### src/rtl/instr_fetch_unit_pkg.sv
// -----------------------------------------------------------------------------
// fetch_pkg
// Types and constants shared by the instruction fetch stage and the control
// unit.
//   pcsrc_e       : next-PC select, using the same encoding the control unit
//                   drives (2'b11 is reserved and is treated as PC+4).
//   fetch_state_e : fetch FSM states.
//   NOP_INSTR     : addi x0,x0,0, the value Instr holds out of reset.
// -----------------------------------------------------------------------------
package fetch_pkg;

    typedef enum logic [1:0] {
        PC_PLUS4  = 2'b00,
        PC_TARGET = 2'b01,
        PC_ALU    = 2'b10
    } pcsrc_e;

    typedef enum logic [1:0] {
        FETCH = 2'b00,
        WAIT  = 2'b01,
        HOLD  = 2'b10
    } fetch_state_e;

    localparam logic [31:0] NOP_INSTR = 32'h0000_0013;

endpackage

### src/rtl/instr_fetch_unit_if.sv
// -----------------------------------------------------------------------------
// instr_fetch_unit_if
// Instruction memory request/response bus.
//   IMemReq    : fetch request valid          (master -> slave)
//   IMemAddr   : fetch address                (master -> slave)
//   IMemReady  : memory accepts the request   (slave -> master)
//   IMemRValid : read data valid              (slave -> master)
//   IMemRData  : instruction word             (slave -> master)
// The fetch unit is the master and the instruction memory is the slave.
// -----------------------------------------------------------------------------
interface instr_fetch_unit_if;
    logic        IMemReq;
    logic [31:0] IMemAddr;
    logic        IMemReady;
    logic        IMemRValid;
    logic [31:0] IMemRData;

    modport master (
        output IMemReq, IMemAddr,
        input  IMemReady, IMemRValid, IMemRData
    );

    modport slave (
        input  IMemReq, IMemAddr,
        output IMemReady, IMemRValid, IMemRData
    );
endinterface

### src/rtl/instr_fetch_unit_pc_next_mux.sv
// -----------------------------------------------------------------------------
// pc_next_mux
// Combinational next-PC selection. All arithmetic wraps modulo 2^32.
//   PC        in  32  current PC
//   ImmExt    in  32  extended immediate (branch/jal offset)
//   ALUResult in  32  jalr target (bit 0 forced to zero)
//   PCSrc     in   2  select, encoded as fetch_pkg::pcsrc_e
//   PCPlus4   out 32  PC + 4
//   PCNext    out 32  selected next PC
// -----------------------------------------------------------------------------
module pc_next_mux
    import fetch_pkg::*;
(
    input  logic [31:0] PC,
    input  logic [31:0] ImmExt,
    input  logic [31:0] ALUResult,
    input  logic [1:0]  PCSrc,
    output logic [31:0] PCPlus4,
    output logic [31:0] PCNext
);

    always_comb begin
        PCPlus4 = PC + 32'd4;
        case (pcsrc_e'(PCSrc))
            PC_TARGET: PCNext = PC + ImmExt;
            PC_ALU:    PCNext = ALUResult & ~32'd1;
            // PC_PLUS4 and the reserved encoding both fall through to PC+4.
            default:   PCNext = PCPlus4;
        endcase
    end

endmodule

### src/rtl/instr_fetch_unit.sv
// -----------------------------------------------------------------------------
// instr_fetch_unit
// RISC-V fetch stage: holds the architectural PC, issues one instruction
// memory request at a time and presents the returned word to decode.
//
// Ports:
//   clk, reset          clock and synchronous active-high reset
//   PCSrc, ImmExt,      next-PC select and operands, sampled only when the
//   ALUResult           current instruction is consumed
//   Advance             decode consumes the current instruction
//   imem                instruction memory bus (master side)
//   Instr, InstrValid,  instruction presented to decode and its address
//   PC, PCPlus4
//   FetchErr            sticky response timeout flag
//
// Parameters:
//   RESET_PC            PC loaded on reset
//   TIMEOUT_CYCLES      WAIT cycles tolerated before FetchErr (1..65535)
//
// Build option:
//   FETCH_BYPASS_EN     when defined, a response arriving in WAIT is shown to
//                       decode in the same cycle and may be consumed at once.
// -----------------------------------------------------------------------------
module instr_fetch_unit
    import fetch_pkg::*;
#(
    parameter logic [31:0] RESET_PC       = 32'h0000_0000,
    parameter int unsigned TIMEOUT_CYCLES = 255
) (
    input  logic               clk,
    input  logic               reset,
    input  logic [1:0]         PCSrc,
    input  logic [31:0]        ImmExt,
    input  logic [31:0]        ALUResult,
    input  logic               Advance,
    instr_fetch_unit_if.master imem,
    output logic [31:0]        Instr,
    output logic               InstrValid,
    output logic [31:0]        PC,
    output logic [31:0]        PCPlus4,
    output logic               FetchErr
);

    localparam logic [15:0] TIMEOUT_LAST = 16'(TIMEOUT_CYCLES - 1);

    fetch_state_e state_reg;
    logic [31:0]  pc_reg;
    logic [31:0]  instr_reg;
    logic         valid_reg;
    logic         err_reg;
    logic [15:0]  wait_cnt_reg;

    logic [31:0]  pc_next;
    logic [31:0]  pc_plus4;
    logic         resp_hit;

    pc_next_mux u_pc_next_mux (
        .PC        (pc_reg),
        .ImmExt    (ImmExt),
        .ALUResult (ALUResult),
        .PCSrc     (PCSrc),
        .PCPlus4   (pc_plus4),
        .PCNext    (pc_next)
    );

    // Once timed out the stage is dead until reset, so late data is dropped.
    assign resp_hit = (state_reg == WAIT) && imem.IMemRValid && !err_reg;

    // Request is masked while reset is high so nothing is issued to a memory
    // that is itself being reset.
    assign imem.IMemReq  = (state_reg == FETCH) && !reset;
    assign imem.IMemAddr = pc_reg;
    assign PC            = pc_reg;
    assign PCPlus4       = pc_plus4;
    assign FetchErr      = err_reg;

`ifdef FETCH_BYPASS_EN
    logic bypass_take;
    assign bypass_take = resp_hit && Advance;
    assign Instr       = resp_hit ? imem.IMemRData : instr_reg;
    assign InstrValid  = valid_reg || resp_hit;
`else
    assign Instr       = instr_reg;
    assign InstrValid  = valid_reg;
`endif

    always_ff @(posedge clk) begin
        if (reset) begin
            state_reg    <= FETCH;
            pc_reg       <= RESET_PC;
            instr_reg    <= NOP_INSTR;
            valid_reg    <= 1'b0;
            err_reg      <= 1'b0;
            wait_cnt_reg <= '0;
        end else begin
            case (state_reg)
                FETCH: begin
                    if (imem.IMemReady) begin
                        wait_cnt_reg <= '0;
                        state_reg    <= WAIT;
                    end
                end
                WAIT: begin
                    if (resp_hit) begin
                        instr_reg <= imem.IMemRData;
`ifdef FETCH_BYPASS_EN
                        if (bypass_take) begin
                            pc_reg    <= pc_next;
                            state_reg <= FETCH;
                        end else begin
                            valid_reg <= 1'b1;
                            state_reg <= HOLD;
                        end
`else
                        valid_reg <= 1'b1;
                        state_reg <= HOLD;
`endif
                    end else if (!err_reg) begin
                        // The error flag rises on the same edge the counter
                        // reaches the limit; the counter then freezes.
                        wait_cnt_reg <= wait_cnt_reg + 16'd1;
                        if (wait_cnt_reg == TIMEOUT_LAST) begin
                            err_reg <= 1'b1;
                        end
                    end
                end
                HOLD: begin
                    if (Advance) begin
                        pc_reg    <= pc_next;
                        valid_reg <= 1'b0;
                        state_reg <= FETCH;
                    end
                end
                default: state_reg <= FETCH;
            endcase
        end
    end

endmodule
### src/flat_wrapper.sv
// flat-port wrapper written by rule: the top's interface ports become plain ports
module instr_fetch_unit_flat import fetch_pkg::*;
#(
    parameter logic [31:0] RESET_PC       = 32'h0000_0000,
    parameter int unsigned TIMEOUT_CYCLES = 255
)
  (clk, reset, PCSrc, ImmExt, ALUResult, Advance, Instr, InstrValid, PC, PCPlus4, FetchErr, imem_IMemReq, imem_IMemAddr, imem_IMemReady, imem_IMemRValid, imem_IMemRData);
  instr_fetch_unit_if imem_i ();
  input  logic clk;
  input  logic reset;
  input  logic [1:0] PCSrc;
  input  logic [31:0] ImmExt;
  input  logic [31:0] ALUResult;
  input  logic Advance;
  output logic [31:0] Instr;
  output logic InstrValid;
  output logic [31:0] PC;
  output logic [31:0] PCPlus4;
  output logic FetchErr;
  output wire logic [$bits(imem_i.IMemReq)-1:0] imem_IMemReq;
  output wire logic [$bits(imem_i.IMemAddr)-1:0] imem_IMemAddr;
  input wire logic [$bits(imem_i.IMemReady)-1:0] imem_IMemReady;
  input wire logic [$bits(imem_i.IMemRValid)-1:0] imem_IMemRValid;
  input wire logic [$bits(imem_i.IMemRData)-1:0] imem_IMemRData;
  assign imem_IMemReq = imem_i.IMemReq;
  assign imem_IMemAddr = imem_i.IMemAddr;
  assign imem_i.IMemReady = imem_IMemReady;
  assign imem_i.IMemRValid = imem_IMemRValid;
  assign imem_i.IMemRData = imem_IMemRData;
  instr_fetch_unit #(.RESET_PC(RESET_PC), .TIMEOUT_CYCLES(TIMEOUT_CYCLES)) u_core (.clk(clk), .reset(reset), .PCSrc(PCSrc), .ImmExt(ImmExt), .ALUResult(ALUResult), .Advance(Advance), .imem(imem_i), .Instr(Instr), .InstrValid(InstrValid), .PC(PC), .PCPlus4(PCPlus4), .FetchErr(FetchErr));
endmodule
### config.mk
export PLATFORM = sky130hd
export DESIGN_NAME = instr_fetch_unit_flat
export DESIGN_NICKNAME = d
export VERILOG_FILES = /design/src/rtl/instr_fetch_unit_pkg.sv /design/src/rtl/instr_fetch_unit_if.sv /design/src/rtl/instr_fetch_unit_pc_next_mux.sv /design/src/rtl/instr_fetch_unit.sv /design/src/flat_wrapper.sv
export SDC_FILE = /design/constraint.sdc
export NUM_CORES = 1
export LEC_CHECK = 0
export ABC_AREA = 1
export BUFFER_PORTS_ARGS = -buffer_cell sky130_fd_sc_hd__clkbuf_2
export CORE_UTILIZATION = 32
export DETAILED_ROUTE_END_ITERATION = 8
export MAX_ROUTING_LAYER = met4
export PLACE_DENSITY = 0.57
export RECOVER_POWER = 50
export SLEW_MARGIN = 15
export SYNTH_ARGS = -nofsm -noshare
export SYNTH_HDL_FRONTEND = slang
export SYNTH_HIERARCHICAL = 1
export SYNTH_SLANG_ARGS = --single-unit
### constraint.sdc
create_clock -name clk -period 2.4 [get_ports clk]
set_clock_uncertainty 0.1 [all_clocks]
set_input_delay 0.24 -clock clk [delete_from_list [all_inputs] [get_ports clk]]
set_output_delay 0.24 -clock clk [all_outputs]
set_load 0.01 [all_outputs]
After elaboration in Yosys (flattened, before gate mapping) --
Cells that the tools add are included.
Operators by class: bitwise logic cells 1, add/sub/neg operators 3, equal/unequal tests 10, muxes and demuxes 14, reduce and logical (&&, ||, !) cells 14
Operators with widths (count):
- 32-bit one-hot mux with 2 select lines | 1
- 16-bit 2-to-1 mux | 3
- 32-bit by 3-bit adder with 32-bit output, second input constant | 1
- 32-bit adder | 1
- 16-bit one-hot mux with 2 select lines | 1
- 16-bit by 1-bit adder with 16-bit output, second input constant | 1
- 16-bit by 8-bit equality test with 1-bit output, second input constant | 1
- 2-bit inequality test, second input constant | 4
- 2-bit 2-to-1 mux | 3
- 2-bit one-hot mux with 3 select lines | 1
- 2-bit AND reduction | 3
- 3-bit AND reduction | 2
- 2-bit by 1-bit equality test with 1-bit output, second input constant | 2
- 2-bit equality test, second input constant | 2
- 1-bit 2-to-1 mux | 4
- 4-bit AND reduction | 1
- 2-bit nonzero test | 2
- 1-bit logical AND | 3
- 1-bit zero test | 2
- 2-bit zero test | 1
- 2-bit by 1-bit inequality test with 1-bit output, second input constant | 1
- 1-bit one-hot mux with 2 select lines | 1
- 1-bit inverter | 1
Storage, ports and cells: register bits after elaboration 84, input port bits 103, output and inout bits 131

Depth between registers and ports, before layout --
depth in word-level cells 5, gate-level depth with buffers 15

Hierarchy --
Netlist, hierarchy kept.
By module, submodules not included:
- pc_next_mux | cells each 775, seq. area each 0.0 um2, times used 1, area each 3763.6 um2
- instr_fetch_unit | cells each 494, seq. area each 1681.6 um2, times used 1, area each 3619.7 um2

Least setup slack after synthesis --
OpenSTA, ideal clock, no wires.
kind register to register, start reg u_core.pc_reg[0] (netlist: u_core/PC[0]), end reg u_core.pc_reg[24] (netlist: u_core/PC[24]), required time 2230 ps, slack 249 ps, data arrival time 1981 ps, cell stages (with the launch flop) 16, library setup time 70 ps, cell sequence dfxtp_1 -> ha_1 -> fa_1 -> nand3_1 -> nand3_1 -> nand2_1 -> nand2_1 -> nand2_1 -> nand2_1 -> nand2_1 -> nand2_1 -> nand2_1 -> nand3_1 -> a21oi_2 -> o21ai_0 -> a21oi_1
Between the ends: longest elaborated chain between the ends 2, elaborated cells between the ends (all ways) 3, those cells by class 2 x add/sub; 1 x mux
Ends and longest elaborated chain:
- start, declared | line instr_fetch_unit.sv:47 | logic [31:0] pc_reg;
- start signal, assigned | line instr_fetch_unit.sv:129 | pc_reg <= pc_next;
- 32-bit by 3-bit adder with 32-bit output / 32-bit adder (equally long branches) | line instr_fetch_unit_pc_next_mux.sv:23, instr_fetch_unit_pc_next_mux.sv:25
- 32-bit one-hot mux with 2 select lines * | line instr_fetch_unit_pc_next_mux.sv:24 | case (pcsrc_e'(PCSrc))
- via u_core.pc_next[24] | line instr_fetch_unit.sv:53 | logic [31:0] pc_next;
The timed path passes the listed nets; every way through them passes the cells marked *. A chain may end at the register's enable or synchronous reset.

Worst setup path in the final report --
start reg u_core.pc_reg[27] (netlist: u_core/PC[27]), end out PCPlus4[30]
Between the ends: longest elaborated chain between the ends 1
Ends and longest elaborated chain:
- 32-bit by 3-bit adder with 32-bit output | line instr_fetch_unit_pc_next_mux.sv:23 | PCPlus4 = PC + 32'd4;
- end, declared | line flat_wrapper.sv:18 | output logic [31:0] PCPlus4;
Every way passes these cells.

==> impl_metrics.json <==
{
  "ys_top_cells_by_area": "dfxtp_1 (23%), nand2_1 (16%), nor2_1 (9.4%), inv_1 (9.3%), a21oi_1 (8.9%)",
  "cts_buffers": 9,
  "via_per_inst": 4.78,
  "grt_max_degree": 66,
  "wl_um": 28100,
  "drv_cap": 0,
  "clk_latency_ns": 0.35,
  "die-area_um2": 23700,
  "clkSinkCount": 84,
  "synth_nets": 1409,
  "io_buffers": 232,
  "synthTopCellsByCount": "nand2_1 (324), nor2_1 (185), inv_1 (183), a21oi_1 (131), dfxtp_1 (84)",
  "htree_levels": 3,
  "p_per_area_nw_per_um2": 440,
  "outcome": "finished, violations left",
  "start_util_pct": 32.6,
  "dp_hpwl_um": 22300,
  "fin_nets": 1661,
  "wl_per_cell_um": 15.5,
  "firstDrtPassIters": 5,
  "required_ns": 2.06,
  "dpl_cell_area_um2": 9000,
  "layout-drive-gt1-share_pct": 26.7,
  "floorplan.die.height_um": 154,
  "p_leak_nw": 4.99,
  "finalHoldViolCount": 0,
  "antenna_found_initial": 0,
  "synth_area_leader_cell": "dfxtp_1",
  "cts_root_buf": "clkbuf_16",
  "ir_drop_mv": 0.317,
  "place.gp.congestion": 0.955,
  "synth_cell_types": 40,
  "end_kind": "primary output",
  "syn_area_per_cell_um2": 5.82,
  "yosysTopAreaCellShare_pct": 22.8,
  "area_growth_pct": 33.1,
  "cp_data_arrival_time_ns": 2.10,
  "yosysWarnings": 6,
  "design_area_um2": 9820,
  "worst_pin_slew_ns": 0.709,
  "antenna_left": 0,
  "clock_path_buffers": 2,
  "globalRouteOverflowTotal": 0,
  "cp-start-kind": "register",
  "synth-async-reset-ratio_pct": 0,
  "hold_path_class": "in2reg",
  "drc": 0,
  "synth_edf_count": 0,
  "tritoncts": "yes",
  "die_x_um": 154,
  "synthFlopType": "dfxtp_1",
  "row_count": 55,
  "whs_ns": 0.0403,
  "fmax_mhz": 410,
  "grt_pass1_vias": 7880,
  "drv_slew": 0,
  "path_class": "reg2out",
  "crit_fanout": 7,
  "pin_count": 234,
  "syn_area_um2": 7380,
  "post-route-period-util_pct": 102,
  "drtIter0Drc": 742,
  "fin_ws_ns": -0.0403,
  "violations": "setup timing",
  "yosysSeqAreaShare_pct": 22.8,
  "setup_violations": 1,
  "relSlewSlack_pct": 52.6,
  "ys_seq_elements": 84,
  "antenna_cells": 0,
  "globalRouteTotalUtil_pct": 24.1,
  "yosysMostFrequentCell": "nand2_1",
  "post-route-min-period_ns": 2.44,
  "syn_inst": 1269,
  "grt_pass1_wl_um": 43000,
  "cts.reportedPaths.clkPinSlew_ns": 0.07,
  "rsz0062_at_grt": "true",
  "core_area_um2": 22600,
  "vias": 8665
}
-- cells in the final DEF (no fill, tap or decap), types with 4 or more instances in the layout --
cell type / instances
clkbuf_2: 189
clkbuf_1: 41
nand4_1: 19
inv_1: 181
or2_2: 4
nor2_4: 9
nand2_2: 21
nor3_1: 12
xor2_2: 7
nor3_4: 6
nand3_1: 54
ha_2: 6
xor2_1: 12
ha_1: 22
dfxtp_2: 9
nand2_4: 7
nand2_1: 303
nand3_2: 4
buf_4: 66
clkbuf_16: 9
nor2_2: 12
o21ai_0: 74
dfxtp_1: 69
ha_4: 8
inv_2: 8
a21oi_1: 127
xnor2_1: 7
dfxtp_4: 6
buf_6: 7
a21oi_2: 7
nor2_1: 170
nand3b_1: 5
-- layer usage --
| metal | vias to the layer above | part of all wire [%] | global-route usage [%] |
|---|---|---|---|
| li1 | 4473 | - | - |
| met1 | 3900 | 47 | 31.5 |
| met2 | 260 | 47 | 39.2 |
| met3 | 32 | 4.4 | 3.21 |
| met4 | 0 | 1.7 | 5.62 |
| met5 | - | 0 | - |
-- final timing paths --
kind / from / end / slack, ns / cells after the start
setup / recovery: u_core/PC[27]$_SDFFE_PP0P_ / PCPlus4[30] / -0.04 / 7
hold / removal: imem_IMemRData[3] / u_core/Instr[3]$_SDFFE_PP0P_ / 0.04 / 3
setup reg to reg: u_core/PC[0]$_SDFFE_PP0P_ / u_core/PC[14]$_SDFFE_PP0P_ / 0.09 / 11
hold reg to reg: u_core/wait_cnt_reg[15]$_SDFFE_PP0P_ / u_core/wait_cnt_reg[15]$_SDFFE_PP0P_ / 0.36 / 2
-- where the power goes --
group	leakage, nW	total, mW	internal, mW	switching [mW]
logic	4.15	1.30	0.493	0.803
registers	0.692	1.53	1.47	0.0624
clock network	0.148	1.50	0.823	0.674
-- worst max-delay path, stage by stage (launching register included) --
cell and delay (ns):
dfxtp_1 0.38, buf_4 0.21, nand2_1 0.12, nor3_1 0.24, and2_1 0.18, nand4_1 0.19, xnor2_2 0.26, clkbuf_2 0.17
-- cell type report --
class	count	area, µm²
Timing Repair Buffer	310	1740
Clock buffer	9	225
Tap cell	285	357
Sequential cell	84	1720
Clock inverter	7	80.1
Multi-Input combinational cell	924	4980
Fill cell	2483	12800
Inverter	192	723
-- cells by family after synthesis --
family / count (synthesis) / share of synthesized area, %
and+or+nand+nor: 640 / 36.9
xor gates and xnor gates: 28 / 3.32
adders and majority gates: 37 / 6.37
DFF: 84 / 22.8
buffers and inverters: 261 / 15.3
AOI/OAI and AO/OA: 219 / 15.3
-- repair_timing --
item,4_1_cts,5_1_grt
pin swaps,8,30
buffers inserted,3,7
cloned,0,0
gates resized for setup,40,87
setup endpoints to repair,15,39
endpoints found under the hold margin,3,0
hold buffers,3,0
-- stage by stage --
stage / setup TNS [ns] / utilization (%) / power [mW] / setup slack (ns) / std cells
2_1_floorplan: 0 / - / 2.35 / 0.249 / 1269
3_3_place_gp: 0 / 39.8 / 2.80 / 0.00800 / 1783
3_5_place_dp: -0.0417 / 39.8 / 2.81 / -0.0268 / 1783
4_1_cts: -0.0335 / 42.0 / 4.34 / -0.0181 / 1805
5_1_grt: -0.275 / 43.4 / 4.59 / -0.0420 / 1811
6_report: -0.0403 / 43.4 / 4.33 / -0.0403 / 1811
Power figures use the tool's default switching activity.
